--- src/rtl/sc_acc_pkg.sv ---
// Shared types and default sizing for the stochastic bitstream accumulator.
package sc_acc_pkg;

    localparam int DEF_WIN_LOG2 = 8;
    localparam int DEF_SKIP     = 2;

    typedef enum logic [1:0] {
        ST_IDLE = 2'd0,
        ST_SKIP = 2'd1,
        ST_RUN  = 2'd2,
        ST_DONE = 2'd3
    } acc_state_e;

endpackage

--- src/rtl/sc_bitstream_acc_if.sv ---
// Handshake/data bundle between the accumulator and its upstream MAC / downstream consumer.
// oBip exists only when SC_ACC_BIPOLAR_EN is defined.
interface sc_bitstream_acc_if #(parameter int WIN_LOG2 = 8);
    logic                start;
    logic                iBit;
    logic                oLoad;
    logic                oBusy;
    logic [WIN_LOG2:0]   oCnt;
    logic                oValid;
    logic                iReady;
`ifdef SC_ACC_BIPOLAR_EN
    logic signed [WIN_LOG2+1:0] oBip;
`endif

    modport master (
        output start, iBit, iReady,
        input  oLoad, oBusy, oCnt, oValid
`ifdef SC_ACC_BIPOLAR_EN
      , input  oBip
`endif
    );

    modport slave (
        input  start, iBit, iReady,
        output oLoad, oBusy, oCnt, oValid
`ifdef SC_ACC_BIPOLAR_EN
      , output oBip
`endif
    );
endinterface

--- src/rtl/sc_win_cnt.sv ---
// Loadable down-counter shared by the skip and window phases; tc flags the last counted cycle.
module sc_win_cnt #(
    parameter int W = 9
) (
    input  logic         clk,
    input  logic         rst,
    input  logic         load,
    input  logic [W-1:0] load_val,
    input  logic         en,
    output logic         tc
);
    logic [W-1:0] cnt_q, cnt_d;

    always_comb begin
        cnt_d = cnt_q;
        if (load)
            cnt_d = load_val;
        else if (en && cnt_q != '0)
            cnt_d = cnt_q - W'(1);
    end

    always_ff @(posedge clk or posedge rst) begin
        if (rst) cnt_q <= '0;
        else     cnt_q <= cnt_d;
    end

    assign tc = (cnt_q == W'(1));
endmodule

--- src/rtl/sc_bitstream_acc.sv ---
// Counts ones of a unipolar stochastic bitstream over a 2^WIN_LOG2-cycle window after SKIP flush cycles.
// Optional signed bipolar result under macro SC_ACC_BIPOLAR_EN.
module sc_bitstream_acc
    import sc_acc_pkg::*;
#(
    parameter int WIN_LOG2 = DEF_WIN_LOG2,
    parameter int SKIP     = DEF_SKIP
) (
    input  logic            clk,
    input  logic            rst,
    sc_bitstream_acc_if.slave bus
);
    localparam int             CW       = WIN_LOG2 + 1;
    localparam logic [CW-1:0]  WIN_LEN  = {1'b1, {WIN_LOG2{1'b0}}};
    localparam logic [CW-1:0]  SKIP_LEN = CW'(SKIP);

    acc_state_e     state_q, state_d;
    logic [CW-1:0]  acc_q, acc_d;
    logic [CW-1:0]  cnt_q, cnt_d;
    logic           valid_q, valid_d;
    logic           busy_q, busy_d;
    logic           tmr_ld, tmr_en, tmr_tc;
    logic [CW-1:0]  tmr_val;

    sc_win_cnt #(.W(CW)) u_tmr (
        .clk      (clk),
        .rst      (rst),
        .load     (tmr_ld),
        .load_val (tmr_val),
        .en       (tmr_en),
        .tc       (tmr_tc)
    );

    always_comb begin
        state_d = state_q;
        acc_d   = acc_q;
        cnt_d   = cnt_q;
        tmr_ld  = 1'b0;
        tmr_en  = 1'b0;
        tmr_val = WIN_LEN;
        unique case (state_q)
            ST_IDLE: begin
                if (bus.start) begin
                    acc_d  = '0;
                    tmr_ld = 1'b1;
                    if (SKIP == 0) begin
                        state_d = ST_RUN;
                    end else begin
                        tmr_val = SKIP_LEN;
                        state_d = ST_SKIP;
                    end
                end
            end
            ST_SKIP: begin
                tmr_en = 1'b1;
                if (tmr_tc) begin
                    tmr_ld  = 1'b1;
                    state_d = ST_RUN;
                end
            end
            ST_RUN: begin
                tmr_en = 1'b1;
                acc_d  = acc_q + CW'(bus.iBit);
                // Latch the total including the final bit; oCnt holds it until the next run ends.
                if (tmr_tc) begin
                    cnt_d   = acc_d;
                    state_d = ST_DONE;
                end
            end
            ST_DONE: begin
                if (bus.iReady) state_d = ST_IDLE;
            end
            default: state_d = ST_IDLE;
        endcase
        valid_d = (state_d == ST_DONE);
        busy_d  = (state_d == ST_SKIP) || (state_d == ST_RUN);
    end

`ifdef SC_ACC_BIPOLAR_EN
    logic signed [CW:0] bip_q, bip_d;
    always_comb bip_d = $signed({cnt_d, 1'b0}) - $signed({2'b00, WIN_LEN[CW-2:0]} | (CW+1)'(WIN_LEN));
    assign bus.oBip = bip_q;
`endif

    always_ff @(posedge clk or posedge rst) begin
        if (rst) begin
            state_q <= ST_IDLE;
            acc_q   <= '0;
            cnt_q   <= '0;
            valid_q <= 1'b0;
            busy_q  <= 1'b0;
`ifdef SC_ACC_BIPOLAR_EN
            bip_q   <= '0;
`endif
        end else begin
            state_q <= state_d;
            acc_q   <= acc_d;
            cnt_q   <= cnt_d;
            valid_q <= valid_d;
            busy_q  <= busy_d;
`ifdef SC_ACC_BIPOLAR_EN
            bip_q   <= bip_d;
`endif
        end
    end

    // Load pulse must reach the MAC in the acceptance cycle, so it stays combinational.
    assign bus.oLoad  = (state_q == ST_IDLE) && bus.start && !rst;
    assign bus.oBusy  = busy_q;
    assign bus.oValid = valid_q;
    assign bus.oCnt   = cnt_q;
endmodule
--- src/flat_wrapper.sv ---
// flat-port wrapper written by rule: the top's interface ports become plain ports
module sc_bitstream_acc_flat import sc_acc_pkg::*;
#(
    parameter int WIN_LOG2 = DEF_WIN_LOG2,
    parameter int SKIP     = DEF_SKIP
)
  (clk, rst, bus_start, bus_iBit, bus_iReady, bus_oLoad, bus_oBusy, bus_oCnt, bus_oValid);
  sc_bitstream_acc_if #(.WIN_LOG2(WIN_LOG2)) bus_i ();
  input  logic clk;
  input  logic rst;
  input wire logic [$bits(bus_i.start)-1:0] bus_start;
  input wire logic [$bits(bus_i.iBit)-1:0] bus_iBit;
  input wire logic [$bits(bus_i.iReady)-1:0] bus_iReady;
  output wire logic [$bits(bus_i.oLoad)-1:0] bus_oLoad;
  output wire logic [$bits(bus_i.oBusy)-1:0] bus_oBusy;
  output wire logic [$bits(bus_i.oCnt)-1:0] bus_oCnt;
  output wire logic [$bits(bus_i.oValid)-1:0] bus_oValid;
  assign bus_i.start = bus_start;
  assign bus_i.iBit = bus_iBit;
  assign bus_i.iReady = bus_iReady;
  assign bus_oLoad = bus_i.oLoad;
  assign bus_oBusy = bus_i.oBusy;
  assign bus_oCnt = bus_i.oCnt;
  assign bus_oValid = bus_i.oValid;
  sc_bitstream_acc #(.WIN_LOG2(WIN_LOG2), .SKIP(SKIP)) u_core (.clk(clk), .rst(rst), .bus(bus_i));
endmodule
--- config.mk ---
export PLATFORM = sky130hd
export DESIGN_NAME = sc_bitstream_acc_flat
export DESIGN_NICKNAME = d
export VERILOG_FILES = /design/src/rtl/sc_acc_pkg.sv /design/src/rtl/sc_bitstream_acc_if.sv /design/src/rtl/sc_win_cnt.sv /design/src/rtl/sc_bitstream_acc.sv /design/src/flat_wrapper.sv
export SDC_FILE = /design/constraint.sdc
export NUM_CORES = 1
export LEC_CHECK = 0
export ABC_AREA = 0
export CORE_UTILIZATION = 30
export CTS_BUF_LIST = sky130_fd_sc_hd__clkbuf_4 sky130_fd_sc_hd__clkbuf_8 sky130_fd_sc_hd__clkbuf_16
export CTS_CLUSTER_SIZE = 16
export DETAILED_ROUTE_END_ITERATION = 16
export PLACE_DENSITY = 0.49
export SLEW_MARGIN = 10
export SYNTH_ARGS = -nofsm -noshare
export SYNTH_HDL_FRONTEND = slang
export SYNTH_SLANG_ARGS = --single-unit
export TNS_END_PERCENT = 30
--- constraint.sdc ---
create_clock -name clk -period 2.8 [get_ports clk]
set_clock_uncertainty 0.1 [all_clocks]
set_input_delay 0.7 -clock clk [delete_from_list [all_inputs] [get_ports clk]]
set_output_delay 0.7 -clock clk [all_outputs]
set_load 0.01 [all_outputs]
* Yosys cells after proc, flatten, opt, wreduce, memory -nomap -nowiden
Cells that the tools add are included.
** Word-level totals
- Register bits after elaboration :: 31
- Output and inout port bits :: 12
- Logic and storage cells :: 43
** Operators by class
- $add $sub $neg :: 2
- Eq/ne operators :: 8
- Muxes and demuxes :: 15
- Reduce and logical (&&, ||, !) cells :: 12
** Operator list (count)
- 2-to-1 mux 9 bit :: 5
- case mux 9 bit (2 select lines) :: 1
- adder 9 x 1 -> 9 bit :: 1
- == test 9 x 1 -> 1 bit, second input constant :: 1
- nonzero test 9 bit :: 1
- subtractor 9 x 1 -> 9 bit, second input constant :: 1
- == test 2 bit, second input constant :: 4
- 2-to-1 mux 2 bit :: 4
- case mux 2 bit (4 select lines) :: 1
- == test 2 x 1 -> 1 bit, second input constant :: 2
- AND reduction 2 bit :: 2
- nonzero test 2 bit :: 2
- logical AND 1 bit :: 3
- 2-to-1 mux 1 bit :: 3
- zero test 2 bit :: 1
- inequality test 2 bit, second input constant :: 1
- case mux 1 bit (2 select lines) :: 1
- OR reduction 2 bit :: 1
- zero test 1 bit :: 1
- logical OR 1 bit :: 1

* Depth between registers and ports, before layout
- Depth after elaboration :: 6
- Gate-level depth with buffers :: 7

* Modules after synthesis
From an unflattened synthesis, not the netlist that was laid out.
** Second synthesis, totals
- Cells, all modules :: 180
- Area, all modules :: 1766.7 um^2
** Modules (own cells, without submodules)
- sc_bitstream_acc :: times used 1, cells each 112, area an instance 1147.4 um^2, sequential area each 550.5 um^2
- sc_win_cnt :: times used 1, cells each 68, area an instance 619.3 um^2, sequential area each 225.2 um^2

* Worst setup path after synthesis
Ideal clock, no wire load.
- Path kind :: input port to flip-flop
- Start point :: input bus_iBit
- End point :: register u_core.acc_q[8]
- Arrival :: 1.947 ns
- Data required time :: 2.617 ns
- Path slack :: 0.670 ns
- Cell stages on the path :: 6
- Cell sequence :: ha_1 > ha_1 > nand3_1 > or3_1 > o31a_1 > o21ai_0
** Between the ends
- Word-level cells in the longest chain between the ends :: 2
** Ends and longest elaborated chain
- start, declared :: RTL line flat_wrapper.sv:12 : input wire logic [$bits(bus_i.iBit)-1:0] bus_iBit;
- adder 9 x 1 -> 9 bit :: RTL line sc_bitstream_acc.sv:63 : acc_d = acc_q + CW'(bus.iBit);
- case mux 9 bit (2 select lines) :: RTL line sc_bitstream_acc.sv:41 : unique case (state_q)
- end signal, assigned :: RTL line sc_bitstream_acc.sv:88 : acc_q <= '0;
- end signal, assigned :: RTL line sc_bitstream_acc.sv:97 : acc_q <= acc_d;
- end, declared :: RTL line sc_bitstream_acc.sv:18 : logic [CW-1:0] acc_q, acc_d;
Every way passes these cells.
A chain may end at the register's enable or synchronous reset.

* Final worst setup path
- Start point :: input bus_start
- End point :: output bus_oLoad
** Between the ends
- Word-level cells in the longest chain between the ends :: 2
** Ends and longest elaborated chain
- start, declared :: RTL line flat_wrapper.sv:11 : input wire logic [$bits(bus_i.start)-1:0] bus_start;
- logical AND 1 bit (2 in series) :: RTL line sc_bitstream_acc.sv:108 : assign bus.oLoad = (state_q == ST_IDLE) && bus.start && !rst;
- end, declared :: RTL line flat_wrapper.sv:14 : output wire logic [$bits(bus_i.oLoad)-1:0] bus_oLoad;
Every way passes these cells.

==> results.toml <==
[global_route]
grt_pass1_wl_mm = 6.279
grt_max_degree = 32
grt-ovfl-total = 0
grt_pass1_vias = 1320
antenna_found_initial = 0
grt_usage_pct = 13.15

[clocking]
cts_buffers = 5
clockBufferDepth = 2
path_clk_slew_ns = 0.06
cts_sinks = 31
cts_resized = 0
htreeDepth = 2
clkLatencyLatePin_ns = 0.28
cts_root_buf = "clkbuf_8"
cts_tree = "built"
holdBufCountCts = 0
post_cts_buffers = 0

[placement]
placement.io_buffers = 16
dp_hpwl_mm = 2.634
dp_slack_ns = 0.05311
placed_cells = 271
place.gp.congestion = 0.7916
dpl-instance-area_um2 = 2053

[sta]
rsz0062_at_grt = "false"
tns_ns = 0
min_period_ns = 2.728
setup_violations = 0
timing.final.ws_setup_ns = 0.07168
timing.fmax_ghz = 0.3665
maxSlewViolCount = 0
period_share_pct = 97.44
max_slew_margin_pct = 64.28
worst_pin_slew_ns = 0.5284
timing.hold.ws_ns = 0.3826
hold_viol_final = 0

[worst_setup_path]
cp_max_fo = 2
cp.required_ns = 2.00
startpoint_type = "primary input"
r2r_slack_ns = 0.60
r2r-end = "u_core.bus.oBusy"
r2r_cells = 8
crit_start = "bus_start"
r2r-start = "u_core.u_tmr.cnt_q[1]"
crit_type = "primary input to primary output"
crit_arrival_ns = 1.93
end_kind = "primary output"

[layout]
drive_above_1_share_pct = 11.59
utilization_pct = 38.46
diodes = 0
multiInputGateArea_um2 = 937.1
seq_area_um2 = 775.7
fin_nets = 221
area_growth_pct = 21.41
stdcell_count = 279
design_area_um2 = 2157
fillers = 578

[run]
drv_cap = 0

[synth]
synth-seq-area-share_pct = 43.66
yosysTopAreaCellShare_pct = 43.66
netlist_area_um2 = 1777
ys.flop_type = "dfrtp_1"
syn_inst = 183
yosys_warnings = 0
synthesis.nets = 198
synth_top_area_cell = "dfrtp_1"
yosysUniqueCellTypes = 40
synth-edff-count = 0
syn_avg_cell_area_um2 = 9.709
yosys-top-cells-area = "dfrtp_1 44%, ha_1 7.0%, o21ai_0 4.8%"
ys_ff_latch = 31
async_flop_share_pct = 100.0

[routing]
postRouteAntennaNets = 0
drt-vias-per-instance = 5.022
drt-initial-drc-count = 111
routed-via-count = 1401
post_drt_wl_per_cell_um = 13.03
drc = 0
wl_mm = 3.635
detail_route.first_pass.iterations = 4

[floorplanning]
io_pins = 17
chipWidth_um = 78.96
core_um2 = 5608
start_util_pct = 31.68
die_h_um = 78.96
rows = 27
die-area_um2 = 6234

[hold_path]
holdPathStages = 2
hp-start = "u_core.bus.oCnt[5]"
hp-class = "register to register"
hold_end = "u_core.bus.oCnt[5]"

[power_and_ir_drop]
ir_drop_v = 0.0003364
power.density_nw_per_um2 = 755.3
p_total_mw = 1.629
p_leak_nw = 0.9254

[run_status]
status = "complete, no violations"
[placed cells by master (no fill, tap or decap), types with 2 or more instances in the layout]
master,count
xnor2_1,4
nor2_1,11
o31a_1,4
or4_1,2
nor3_1,5
nor4b_1,3
clkdlybuf4s50_1,16
nor4_2,2
nor3b_1,2
o21ai_0,17
or3_1,3
a211oi_1,2
ha_1,10
xor2_1,6
nand3_1,7
clkbuf_8,7
a32o_1,2
buf_4,9
dfrtp_1,31
mux2i_1,6
mux2_2,3
a21oi_1,8
nor2b_1,5
o21ai_1,5
inv_1,6
nand2_1,14
nand2b_1,3
[cells in the mapped netlist, types with 2 or more instances]
cell	number
nor3b_1	2
or3_1	3
nand3_1	7
nand2b_1	3
ha_1	10
o21ai_0	17
a32o_1	2
clkbuf_1	7
or4_1	2
nand2_1	14
nor3_1	5
xor2_1	6
nor4b_1	3
dfrtp_1	31
mux2_2	3
nor4_2	2
a21oi_1	8
nor2b_1	5
a211oi_1	2
o21ai_1	5
inv_1	6
xnor2_1	4
nor2_1	11
o31a_1	4
mux2i_1	6
[power breakdown]
part           switching [mW]  internal [mW]  total [mW]
Combinational           0.343          0.292       0.635
Sequential             0.0696          0.530       0.600
Clock                   0.160          0.234       0.394
[metal layers]
layer  up-vias  share of wire, %  global-route usage (%)
met1       663                50                   17.45
li1        707                 -                       -
met3         4               3.8                   3.678
met2        27                45                   19.83
met5         -                 0                       0
met4         0               1.2                   6.000
[worst max path at each step]
stage                           end
global route              bus_oLoad
detailed placement        bus_oLoad
global placement          bus_oLoad
CTS                       bus_oLoad
finish                    bus_oLoad
floorplan           u_core.acc_q[8]
[sequential cells by signal, summed over array words and instances, names as in the netlist]
name / count
u_core.state_q: 2
u_core.bus.oBusy: 1
u_core.bus.oCnt: 9
u_core.u_tmr.cnt_q: 9
u_core.bus.oValid: 1
u_core.acc_q: 9
[worst max-delay path, cell delays in order]
cell and delay [ns]:
clkdlybuf4s50_1 0.51, nand2_1 0.09, nor2_1 0.09, clkdlybuf4s50_1 0.54
[cell type report]
type | instances | share of cell area (%)
Multi-Input combinational cell | 137 | 43.45
Sequential cell | 31 | 35.96
Timing Repair Buffer | 25 | 10.56
Clock buffer | 8 | 4.814
Tap cell | 72 | 4.176
Inverter | 6 | 1.044
[cells by family after synthesis]
logic type | share of synthesized area (%)
buf+inv | 3.591
xor+xnor | 4.929
flops | 43.66
fa+ha+maj | 7.042
mux | 5.282
compound gates | 15.21
simple gates | 20.28
Note: power is estimated with default switching activity, not from simulation.
